### src/rtl/dopamine_weight_updater_pkg.sv
// nm_plasticity_pkg: shared types and constants for the reward-modulated
// weight updater.
//   state_t    - sweep FSM state encoding
//   syn_word_t - synapse word layout {eligibility (s8), weight (u8)}
//   ELIG_*/W_* - bit positions of the word fields
//   DA_BASE_DEFAULT - dopamine baseline (neither potentiates nor depresses)
package nm_plasticity_pkg;

  typedef enum logic [2:0] {IDLE, READ, CALC, WRITE, DONE} state_t;

  localparam int ELIG_MSB = 15;
  localparam int ELIG_LSB = 8;
  localparam int W_MSB    = 7;
  localparam int W_LSB    = 0;

  localparam int DA_BASE_DEFAULT = 112;

  typedef struct packed {
    logic [7:0] elig;
    logic [7:0] w;
  } syn_word_t;

endpackage

### src/rtl/dopamine_weight_updater_if.sv
// Synapse SRAM port bundle.
//   mem_addr_o  - word address
//   mem_rd_o    - read strobe; mem_rdata_i valid next cycle, held until next read
//   mem_wr_o    - write strobe
//   mem_wdata_o - write word {elig, w}
//   mem_rdata_i - read word {elig, w}
// master = weight updater, slave = SRAM.
interface dopamine_weight_updater_if #(
  parameter int AW = 12
);
  logic [AW-1:0] mem_addr_o;
  logic          mem_rd_o;
  logic          mem_wr_o;
  logic [15:0]   mem_wdata_o;
  logic [15:0]   mem_rdata_i;

  modport master (
    output mem_addr_o, mem_rd_o, mem_wr_o, mem_wdata_o,
    input  mem_rdata_i
  );

  modport slave (
    input  mem_addr_o, mem_rd_o, mem_wr_o, mem_wdata_o,
    output mem_rdata_i
  );
endinterface

### src/rtl/dopamine_weight_updater_alu.sv
// weight_update_alu: combinational three-factor update for one synapse.
//   da       in  dopamine level latched for the sweep (u8)
//   elig     in  eligibility trace (s8)
//   w        in  current weight (u8)
//   wnew     out clamp(w + ((da - DA_BASE) * elig >>> LR_SHIFT), 0, 255)
//   elig_out out eligibility to write back
// Build option DOPAMINE_ELIG_DECAY_EN: when defined, elig_out decays by a
// quarter (elig - (elig >>> 2)); otherwise elig is written back unchanged.
module weight_update_alu
  import nm_plasticity_pkg::*;
#(
  parameter int DA_BASE  = DA_BASE_DEFAULT,
  parameter int LR_SHIFT = 6
) (
  input  logic [7:0]        da,
  input  logic signed [7:0] elig,
  input  logic [7:0]        w,
  output logic [7:0]        wnew,
  output logic signed [7:0] elig_out
);

  logic signed [8:0]  err;
  logic signed [16:0] prod;
  logic signed [16:0] delta;
  logic signed [17:0] w_ext;
  logic signed [17:0] d_ext;
  logic signed [17:0] sum;

  assign err   = $signed({1'b0, da}) - $signed(9'(DA_BASE));
  assign prod  = err * elig;
  // Arithmetic shift floors toward -inf, so tiny negative products still depress by 1.
  assign delta = prod >>> LR_SHIFT;
  assign w_ext = {10'd0, w};
  assign d_ext = {delta[16], delta};
  assign sum   = w_ext + d_ext;

  always_comb begin
    wnew = sum[7:0];
    if (sum[17]) begin
      wnew = 8'd0;
    end else if (sum > 18'sd255) begin
      wnew = 8'd255;
    end
  end

`ifdef DOPAMINE_ELIG_DECAY_EN
  assign elig_out = elig - (elig >>> 2);
`else
  assign elig_out = elig;
`endif

endmodule

### src/rtl/dopamine_weight_updater.sv
// dopamine_weight_updater: on start, latches dopamine once and sweeps the
// synapse SRAM (read, modulate by eligibility, write back), 3 enabled cycles
// per synapse.
//   clk, rst_n   clock, async active-low reset
//   clk_en       global step enable; nothing advances and no strobe fires when 0
//   start_i      sweep request, sampled in IDLE only
//   abort_i      early termination (READ/CALC: immediate, WRITE: after the write)
//   dopamine_i   dopamine level from the state monitor
//   busy_o       high outside IDLE
//   done_o       one enabled-cycle pulse at normal completion
//   sweep_cnt_o  completed-sweep counter (wraps)
//   mem          SRAM master port (see dopamine_weight_updater_if)
// Build option DOPAMINE_ELIG_DECAY_EN: eligibility decay on write-back
// (implemented in weight_update_alu).
//
// state | meaning
// IDLE  | waiting for start_i
// READ  | read strobe for synapse idx
// CALC  | compute updated word from read data, register it
// WRITE | write strobe for synapse idx, advance or finish
// DONE  | done pulse, count completed sweep
module dopamine_weight_updater
  import nm_plasticity_pkg::*;
#(
  parameter int N_SYN    = 4096,
  parameter int AW       = $clog2(N_SYN),
  parameter int DA_BASE  = DA_BASE_DEFAULT,
  parameter int LR_SHIFT = 6
) (
  input  logic        clk,
  input  logic        rst_n,
  input  logic        clk_en,
  input  logic        start_i,
  input  logic        abort_i,
  input  logic [7:0]  dopamine_i,
  output logic        busy_o,
  output logic        done_o,
  output logic [15:0] sweep_cnt_o,
  dopamine_weight_updater_if.master mem
);

  localparam logic [AW-1:0] LAST_IDX = AW'(N_SYN - 1);

  state_t        state, state_nxt;
  logic [AW-1:0] idx;
  logic [7:0]    da_q;
  syn_word_t     word_q;
  logic [7:0]    wnew;
  logic [7:0]    elig_out;

  weight_update_alu #(
    .DA_BASE  (DA_BASE),
    .LR_SHIFT (LR_SHIFT)
  ) u_alu (
    .da       (da_q),
    .elig     (mem.mem_rdata_i[ELIG_MSB:ELIG_LSB]),
    .w        (mem.mem_rdata_i[W_MSB:W_LSB]),
    .wnew     (wnew),
    .elig_out (elig_out)
  );

  always_ff @(posedge clk or negedge rst_n) begin
    if (!rst_n) begin
      state <= IDLE;
    end else if (clk_en) begin
      state <= state_nxt;
    end
  end

  always_comb begin
    state_nxt       = state;
    busy_o          = (state != IDLE);
    done_o          = 1'b0;
    mem.mem_rd_o    = 1'b0;
    mem.mem_wr_o    = 1'b0;
    mem.mem_addr_o  = idx;
    mem.mem_wdata_o = word_q;
    case (state)
      IDLE:  if (start_i) state_nxt = READ;
      READ: begin
        mem.mem_rd_o = clk_en;
        state_nxt    = abort_i ? IDLE : CALC;
      end
      CALC:  state_nxt = abort_i ? IDLE : WRITE;
      WRITE: begin
        mem.mem_wr_o = clk_en;
        if (abort_i)              state_nxt = IDLE;
        else if (idx == LAST_IDX) state_nxt = DONE;
        else                      state_nxt = READ;
      end
      DONE: begin
        done_o    = clk_en;
        state_nxt = IDLE;
      end
      default: state_nxt = IDLE;
    endcase
  end

  always_ff @(posedge clk or negedge rst_n) begin
    if (!rst_n) begin
      idx         <= '0;
      da_q        <= '0;
      word_q      <= '0;
      sweep_cnt_o <= '0;
    end else if (clk_en) begin
      case (state)
        IDLE: if (start_i) begin
          da_q <= dopamine_i;
          idx  <= '0;
        end
        CALC:  word_q <= '{elig: elig_out, w: wnew};
        WRITE: if (!abort_i && idx != LAST_IDX) idx <= idx + AW'(1);
        DONE:  sweep_cnt_o <= sweep_cnt_o + 16'd1;
        default: ;
      endcase
    end
  end

endmodule

### src/flat_wrapper.sv
// flat-port wrapper written by rule: the top's interface ports become plain ports
module dopamine_weight_updater_flat import nm_plasticity_pkg::*;
#(
  parameter int N_SYN    = 4096,
  parameter int AW       = $clog2(N_SYN),
  parameter int DA_BASE  = DA_BASE_DEFAULT,
  parameter int LR_SHIFT = 6
)
  (clk, rst_n, clk_en, start_i, abort_i, dopamine_i, busy_o, done_o, sweep_cnt_o, mem_mem_addr_o, mem_mem_rd_o, mem_mem_wr_o, mem_mem_wdata_o, mem_mem_rdata_i);
  dopamine_weight_updater_if #(.AW(AW)) mem_i ();
  input  logic clk;
  input  logic rst_n;
  input  logic clk_en;
  input  logic start_i;
  input  logic abort_i;
  input  logic [7:0] dopamine_i;
  output logic busy_o;
  output logic done_o;
  output logic [15:0] sweep_cnt_o;
  output wire logic [$bits(mem_i.mem_addr_o)-1:0] mem_mem_addr_o;
  output wire logic [$bits(mem_i.mem_rd_o)-1:0] mem_mem_rd_o;
  output wire logic [$bits(mem_i.mem_wr_o)-1:0] mem_mem_wr_o;
  output wire logic [$bits(mem_i.mem_wdata_o)-1:0] mem_mem_wdata_o;
  input wire logic [$bits(mem_i.mem_rdata_i)-1:0] mem_mem_rdata_i;
  assign mem_mem_addr_o = mem_i.mem_addr_o;
  assign mem_mem_rd_o = mem_i.mem_rd_o;
  assign mem_mem_wr_o = mem_i.mem_wr_o;
  assign mem_mem_wdata_o = mem_i.mem_wdata_o;
  assign mem_i.mem_rdata_i = mem_mem_rdata_i;
  dopamine_weight_updater #(.N_SYN(N_SYN), .AW(AW), .DA_BASE(DA_BASE), .LR_SHIFT(LR_SHIFT)) u_core (.clk(clk), .rst_n(rst_n), .clk_en(clk_en), .start_i(start_i), .abort_i(abort_i), .dopamine_i(dopamine_i), .busy_o(busy_o), .done_o(done_o), .sweep_cnt_o(sweep_cnt_o), .mem(mem_i));
endmodule
### config.mk
export PLATFORM = sky130hd
export DESIGN_NAME = dopamine_weight_updater_flat
export DESIGN_NICKNAME = d
export VERILOG_FILES = /design/src/rtl/dopamine_weight_updater_pkg.sv /design/src/rtl/dopamine_weight_updater_if.sv /design/src/rtl/dopamine_weight_updater_alu.sv /design/src/rtl/dopamine_weight_updater.sv /design/src/flat_wrapper.sv
export SDC_FILE = /design/constraint.sdc
export NUM_CORES = 1
export LEC_CHECK = 0
export CORE_MARGIN = 2
export CORE_UTILIZATION = 35
export DETAILED_ROUTE_END_ITERATION = 8
export PLACE_DENSITY_LB_ADDON = 0.05
export SLEW_MARGIN = 10
export SYNTH_ARGS = -nofsm -noshare
export SYNTH_HDL_FRONTEND = slang
export SYNTH_SLANG_ARGS = --single-unit
### constraint.sdc
create_clock -name clk -period 5.7 [get_ports clk]
set_input_delay 0.855 -clock clk [delete_from_list [all_inputs] [get_ports clk]]
set_output_delay 0.855 -clock clk [all_outputs]
set_load 0.02 [all_outputs]
### Yosys cells after proc, flatten, opt, wreduce, memory -nomap -nowiden

Index checks and enable logic that the tools add are counted.
W data, S select, Z words.

* $add $sub $neg: 4
* multiply operators: 1
* order comparisons: 1
* equal/unequal tests: 8
* mux-type cells: 14
* reductions and logical operators: 10

Operators by type and width (count)
* $mux W12: 2
* $pmux W12 S2: 1
* $mul A9 B8 Y17: 1
* $add A16 B1 Y16 const B: 1
* $mux W8: 2
* $add A12 B1 Y12 const B: 1
* $add A9 B11 Y12: 1
* $eq A12 B12 Y1 const B: 1
* $gt A12 B9 Y1 const B: 1
* $ne A12 B12 Y1 const B: 1
* $pmux W3 S4: 1
* $mux W3: 3
* $sub A8 B7 Y9 const B: 1
* $eq A3 B2 Y1 const B: 2
* $reduce_and A2 Y1: 3
* $mux W2: 2
* $reduce_and A4 Y1: 1
* $eq A3 B1 Y1 const B: 1
* $eq A3 B3 Y1 const B: 1
* $logic_not A3 Y1: 1
* $mux W1: 3
* $reduce_and A3 Y1: 1
* $reduce_bool A3 Y1: 1
* $ne A2 B1 Y1 const B: 1
* other kinds (4): 4

* register bits after elaboration: 55
* input port bits: 29
* word-level logic and storage cells: 44

### Depth between registers and ports, before layout

* word-level depth: 6
* gate-level depth with buffers: 26
* mapped depth without buffers: 26

### By module

From an unflattened synthesis, not the netlist that was laid out.

* cells, all modules: 562
* area, all modules: 5699.2 um^2

By module, submodules not included
* weight_update_alu: instances 1, cells each 348, area an instance 3130.5 um^2
* dopamine_weight_updater: instances 1, cells each 214, area an instance 2568.7 um^2

### Least setup slack after synthesis

OpenSTA, ideal clock, no wires.

* path kind: flip-flop to flip-flop
* from: reg u_core.da_q[4]
* to: reg u_core.word_q, in the netlist u_core.mem.mem_wdata_o[0]
* library setup time: 0.143 ns
* arrival time: 6.105 ns
* required time: 5.557 ns
* path slack: -0.547 ns
* cell stages (with the launch flop): 25
* buffers on the path: 0
* cells stage by stage: dfrtp_1 -> ha_1 -> xor2_1 -> nand2_1 -> fa_1 -> fa_1 -> inv_1 -> fa_1 -> fa_1 -> ha_1 -> nand2_1 -> or3_1 -> a21o_1 -> nand2_1 -> o21ai_0 -> nand2b_1 -> a21oi_1 -> xnor2_1 -> ha_1 -> nor3_1 -> a211oi_1 -> a2111o_1 -> mux2_2 -> o22ai_2 -> a311oi_1

* word-level cells in the longest chain between the ends: 6

RTL lines
* start: declaration: RTL line dopamine_weight_updater.sv:46 `logic [7:0] da_q;`
* start signal: assignment: RTL line dopamine_weight_updater.sv:108 `da_q <= dopamine_i;`
* $sub A8 B7 Y9 (*): RTL line dopamine_weight_updater_alu.sv:29 `assign err = $signed({1'b0, da}) - $signed(9'(DA_BASE));`
* $mul A9 B8 Y17 (*): RTL line dopamine_weight_updater_alu.sv:30 `assign prod = err * elig;`
* $add A9 B11 Y12 (*): RTL line dopamine_weight_updater_alu.sv:35 `assign sum = w_ext + d_ext;`
* $gt A12 B9 Y1: RTL line dopamine_weight_updater_alu.sv:41 `end else if (sum > 18'sd255) begin`
* $mux W8: RTL line dopamine_weight_updater_alu.sv:41
* $mux W8 (*): RTL line dopamine_weight_updater_alu.sv:39 `if (sum[17]) begin`
* end signal: assignment: RTL line dopamine_weight_updater.sv:111 `CALC: word_q <= '{elig: elig_out, w: wnew};`
* end: declaration: RTL line dopamine_weight_updater.sv:47 `syn_word_t word_q;`

Every way passes the cells marked *; elsewhere a longest branch is shown, timed or not.
A chain may end at the register's enable or synchronous reset.

### Worst setup path in the final report

* from: in mem_mem_rdata_i[15]
* to: reg u_core.word_q, in the netlist u_core.mem.mem_wdata_o[3]

* word-level cells in the longest chain between the ends: 5

RTL lines
* start: declaration: RTL line flat_wrapper.sv:24 `input wire logic [$bits(mem_i.mem_rdata_i)-1:0] mem_mem_rdata_i;`
* $mul A9 B8 Y17 (*): RTL line dopamine_weight_updater_alu.sv:30
* $add A9 B11 Y12 (*): RTL line dopamine_weight_updater_alu.sv:35
* $gt A12 B9 Y1: RTL line dopamine_weight_updater_alu.sv:41
* $mux W8: RTL line dopamine_weight_updater_alu.sv:41
* $mux W8 (*): RTL line dopamine_weight_updater_alu.sv:39

Marked as above.

==> results.sh <==
export IMPL_io_pin_count=77
export IMPL_setup_violations=8
export IMPL_drv_cap=0
export IMPL_num_vias=4404
export IMPL_dieArea_um2=16650
export IMPL_syn_area_um2=5473
export IMPL_min_path_type="flip-flop to flip-flop"
export IMPL_r2r_slack_ns=-0.30
export IMPL_critical_path_class="primary input to flip-flop"
export IMPL_avgSynthCellArea_um2=9.773
export IMPL_core_area_um2=15260
export IMPL_drc=0
export IMPL_maxSlewViolCount=0
export IMPL_path_cells="buf_2, nand2b_1, fa_1, fa_1, inv_2, fa_1, fa_1, ha_4, nand2_1, or3_4, a21o_1, nand2_2, o21ai_2, nand2b_1, a21oi_2, xnor2_1, ha_2, nor3_4, a211oi_2, a2111o_1, mux2_4, o22ai_4, a311oi_2"
export IMPL_ys_seq_area_share_pct=25.15
export IMPL_cts_max_level=2
export IMPL_worstPathRequired_ns=5.87
export IMPL_start_kind="primary input"
export IMPL_routed_wirelength_mm=13.72
export IMPL_seq_area_um2=1379
export IMPL_synth_nets=690
export IMPL_synth_ff_type="dfrtp_1"
export IMPL_rsz0062_at_grt="true"
export IMPL_ctsLongestPathBuffers=2
export IMPL_fmax_ghz=0.1663
export IMPL_start_util_pct=35.87
export IMPL_netlist_instances=560
export IMPL_rows=45
export IMPL_maxSlewHeadroom_pct=39.92
export IMPL_synth_top_area_share_pct=25.15
export IMPL_end_kind="flip-flop"
export IMPL_clk_root_buffer_cell="clkbuf_16"
export IMPL_area_delta_synth_final_pct=37.29
export IMPL_grt_pass1_vias=4980
export IMPL_utilization_pct=49.24
export IMPL_yosysWarnings=0
export IMPL_worstPathArrival_ns=6.18
export IMPL_synth_cell_types=51
export IMPL_synth_edff_count=0
export IMPL_cp_num_cells=23
export IMPL_hold_depth=1
export IMPL_antenna_found_initial=0
export IMPL_grt_max_degree=56
export IMPL_finalCriticalPeriod_ns=6.012
export IMPL_routabilityCongestion=0.8263
export IMPL_nets=851
export IMPL_num_antenna_cells=0
export IMPL_tightest_slew_ns=0.9012
export IMPL_min_period_over_period_pct=105.5
export IMPL_synth_top_area_cell="dfrtp_1"
export IMPL_multi_input_area_um2=4049
export IMPL_cts_clk_slew_worst_paths_ns=0.08
export IMPL_drt_iter0_markers=140
export IMPL_crit_top_cell="fa_1"
export IMPL_whs_endpoint="u_core.sweep_cnt_o[15]$_DFFE_PN0P_"
export IMPL_status="finished with violations"
export IMPL_dr_pass1_iters=4
export IMPL_port_buffers=76
export IMPL_die_h_um=129.0
export IMPL_cp_top_family="adder cells"
export IMPL_cts_sinks=55
export IMPL_yosysMostFrequentCell="inv_1"
export IMPL_post_drt_wl_per_cell_um=14.71
export IMPL_critPathLaunch="mem_mem_rdata_i[15]"
export IMPL_antenna_left=0
export IMPL_cp_slowest_cell="fa_1"
export IMPL_vias_per_cell=4.720
export IMPL_reg2reg_depth=24
export IMPL_die_x_um=129.0
export IMPL_tritoncts="yes"
export IMPL_fill_cells=1477
export IMPL_ys_seq_elements=55
export IMPL_async_flop_share_pct=100.0
export IMPL_synthTopCellsByArea="dfrtp_1 25%, fa_1 21%, ha_1 10%"
export IMPL_grt_pass1_wl_mm=23.37
export IMPL_yosys_top_cells_count="76 x inv_1, 57 x fa_1, 55 x dfrtp_1"
export IMPL_layout_drive_gt1_share_pct=24.65
export IMPL_r2r_end="u_core.mem.mem_wdata_o[3]$_DFFE_PN0P_"
export IMPL_min_delay_start="u_core.sweep_cnt_o[15]$_DFFE_PN0P_"
export IMPL_finalClockSkew_ns=0.004428
export IMPL_overflow=0
export IMPL_r2r_start="u_core.da_q[6]$_DFFE_PN0P_"
export IMPL_cp_max_fo=8
export IMPL_hpwl_mm=10.96
export IMPL_violations="setup timing"
export IMPL_grtUsageTotal_pct=18.01
export IMPL_numCtsBuffers=5
export IMPL_hold_viol=0
export IMPL_clkLatencyLatePin_ns=0.31
export IMPL_crit_buf_inv=2
export IMPL_setup_ws_ns=-0.3121
export IMPL_slowest_delay_ns=0.56
routing by layer:
metal | routed length (um) | global-route usage (%) | part of all wire [%]
met5 | 0 | 0 | 0
met4 | 282 | 5.691 | 2.1
met3 | 390 | 3.262 | 2.8
met2 | 7126 | 33.40 | 52
met1 | 5921 | 21.10 | 43
layout make-up:
cell class              count  area share [%]
clock inverters             2          0.2165
repair buffers            162           18.47
inverters                  76           3.847
flip-flops and latches     55           18.35
well taps                 211           3.514
multi-input cells         421           53.89
clock buffers               6           1.715
sequential cells by signal, indices dropped and copies added, names as in the netlist:
name,count
u_core.mem.mem_wdata_o,16
u_core.sweep_cnt_o,16
u_core.mem.mem_addr_o,12
u_core.da_q,8
u_core.state,3
worst register-to-register path, stage by stage, from the launching register on:
cell	delay, ns
dfrtp_2	0.44
nand3_2	0.10
xor2_2	0.22
nand2_1	0.11
fa_1	0.51
fa_1	0.50
inv_1	0.05
fa_1	0.46
fa_1	0.53
ha_4	0.29
nand2_1	0.04
or3_4	0.33
a21o_1	0.19
nand2_2	0.09
o21ai_2	0.06
nand2b_1	0.15
a21oi_2	0.08
xnor2_1	0.13
ha_2	0.23
nor3_4	0.24
a211oi_2	0.11
a2111o_1	0.30
mux2_4	0.28
o22ai_4	0.27
a311oi_2	0.15
logic make-up (layout without fill, tap and decap cells):
logic type / count (synthesis) / after routing / share of synthesized area, %
and+or+nand+nor: 196 / 196 / 18.31
adders and majority gates: 101 / 101 / 30.91
buffers and inverters: 84 / 246 / 5.990
AOI/OAI and AO/OA: 60 / 60 / 7.751
DFF: 55 / 55 / 25.15
xor gates and xnor gates: 44 / 44 / 7.796
muxes: 20 / 20 / 4.092
repair_timing:
action / 4_1_cts / 5_1_grt
gates resized for setup: 55 / 9
setup endpoints to repair: 8 / 8
pin swaps: 31 / 3
buffers inserted: 8 / 5
hold buffers: 0 / 0
endpoints found under the hold margin: 0 / 0
per-stage QoR:
stage / instance area [um^2] / TNS, ns / cells / hold slack (ns) / worst slack [ns]
2_1_floorplan: 5597 / -1.773 / 560 / 0.5586 / -0.2258
3_3_place_gp: 7124 / -8.987 / 913 / 0.4599 / -1.138
3_5_place_dp: 7124 / -10.37 / 913 / 0.4768 / -1.309
4_1_cts: 7418 / -2.247 / 928 / 0.4921 / -0.2925
5_1_grt: 7513 / -4.829 / 933 / 0.5022 / -0.6213
6_report: 7513 / -2.393 / 933 / 0.4844 / -0.3121
cell usage in the layout (no fill, tap or decap), types with 9 or more instances in the layout:
| cell type | synthesis | layout |
|---|---|---|
| a21oi_1 | 15 | 12 |
| and2_1 | 34 | 32 |
| buf_4 | 1 | 83 |
| clkdlybuf4s50_1 | 0 | 67 |
| dfrtp_1 | 55 | 53 |
| fa_1 | 57 | 56 |
| ha_1 | 44 | 36 |
| inv_1 | 76 | 73 |
| mux2_2 | 19 | 18 |
| nand2_1 | 43 | 40 |
| nand3_1 | 12 | 11 |
| nand4_1 | 9 | 9 |
| nor2_1 | 47 | 42 |
| xnor2_1 | 21 | 19 |
| xor2_1 | 20 | 17 |
how the worst max path moves through the flow:
stage	to	slack, ns
floorplan	u_core.mem.mem_wdata_o[0]$_DFFE_PN0P_	-0.23
global placement	u_core.mem.mem_wdata_o[7]$_DFFE_PN0P_	-1.14
detailed placement	u_core.mem.mem_wdata_o[3]$_DFFE_PN0P_	-1.31
CTS	u_core.mem.mem_wdata_o[4]$_DFFE_PN0P_	-0.29
global route	u_core.mem.mem_wdata_o[4]$_DFFE_PN0P_	-0.62
finish	u_core.mem.mem_wdata_o[3]$_DFFE_PN0P_	-0.31
Power is left out: the tool's default activity adds up to more than one toggle a clock period on the data nets, which glitch-free logic cannot reach.
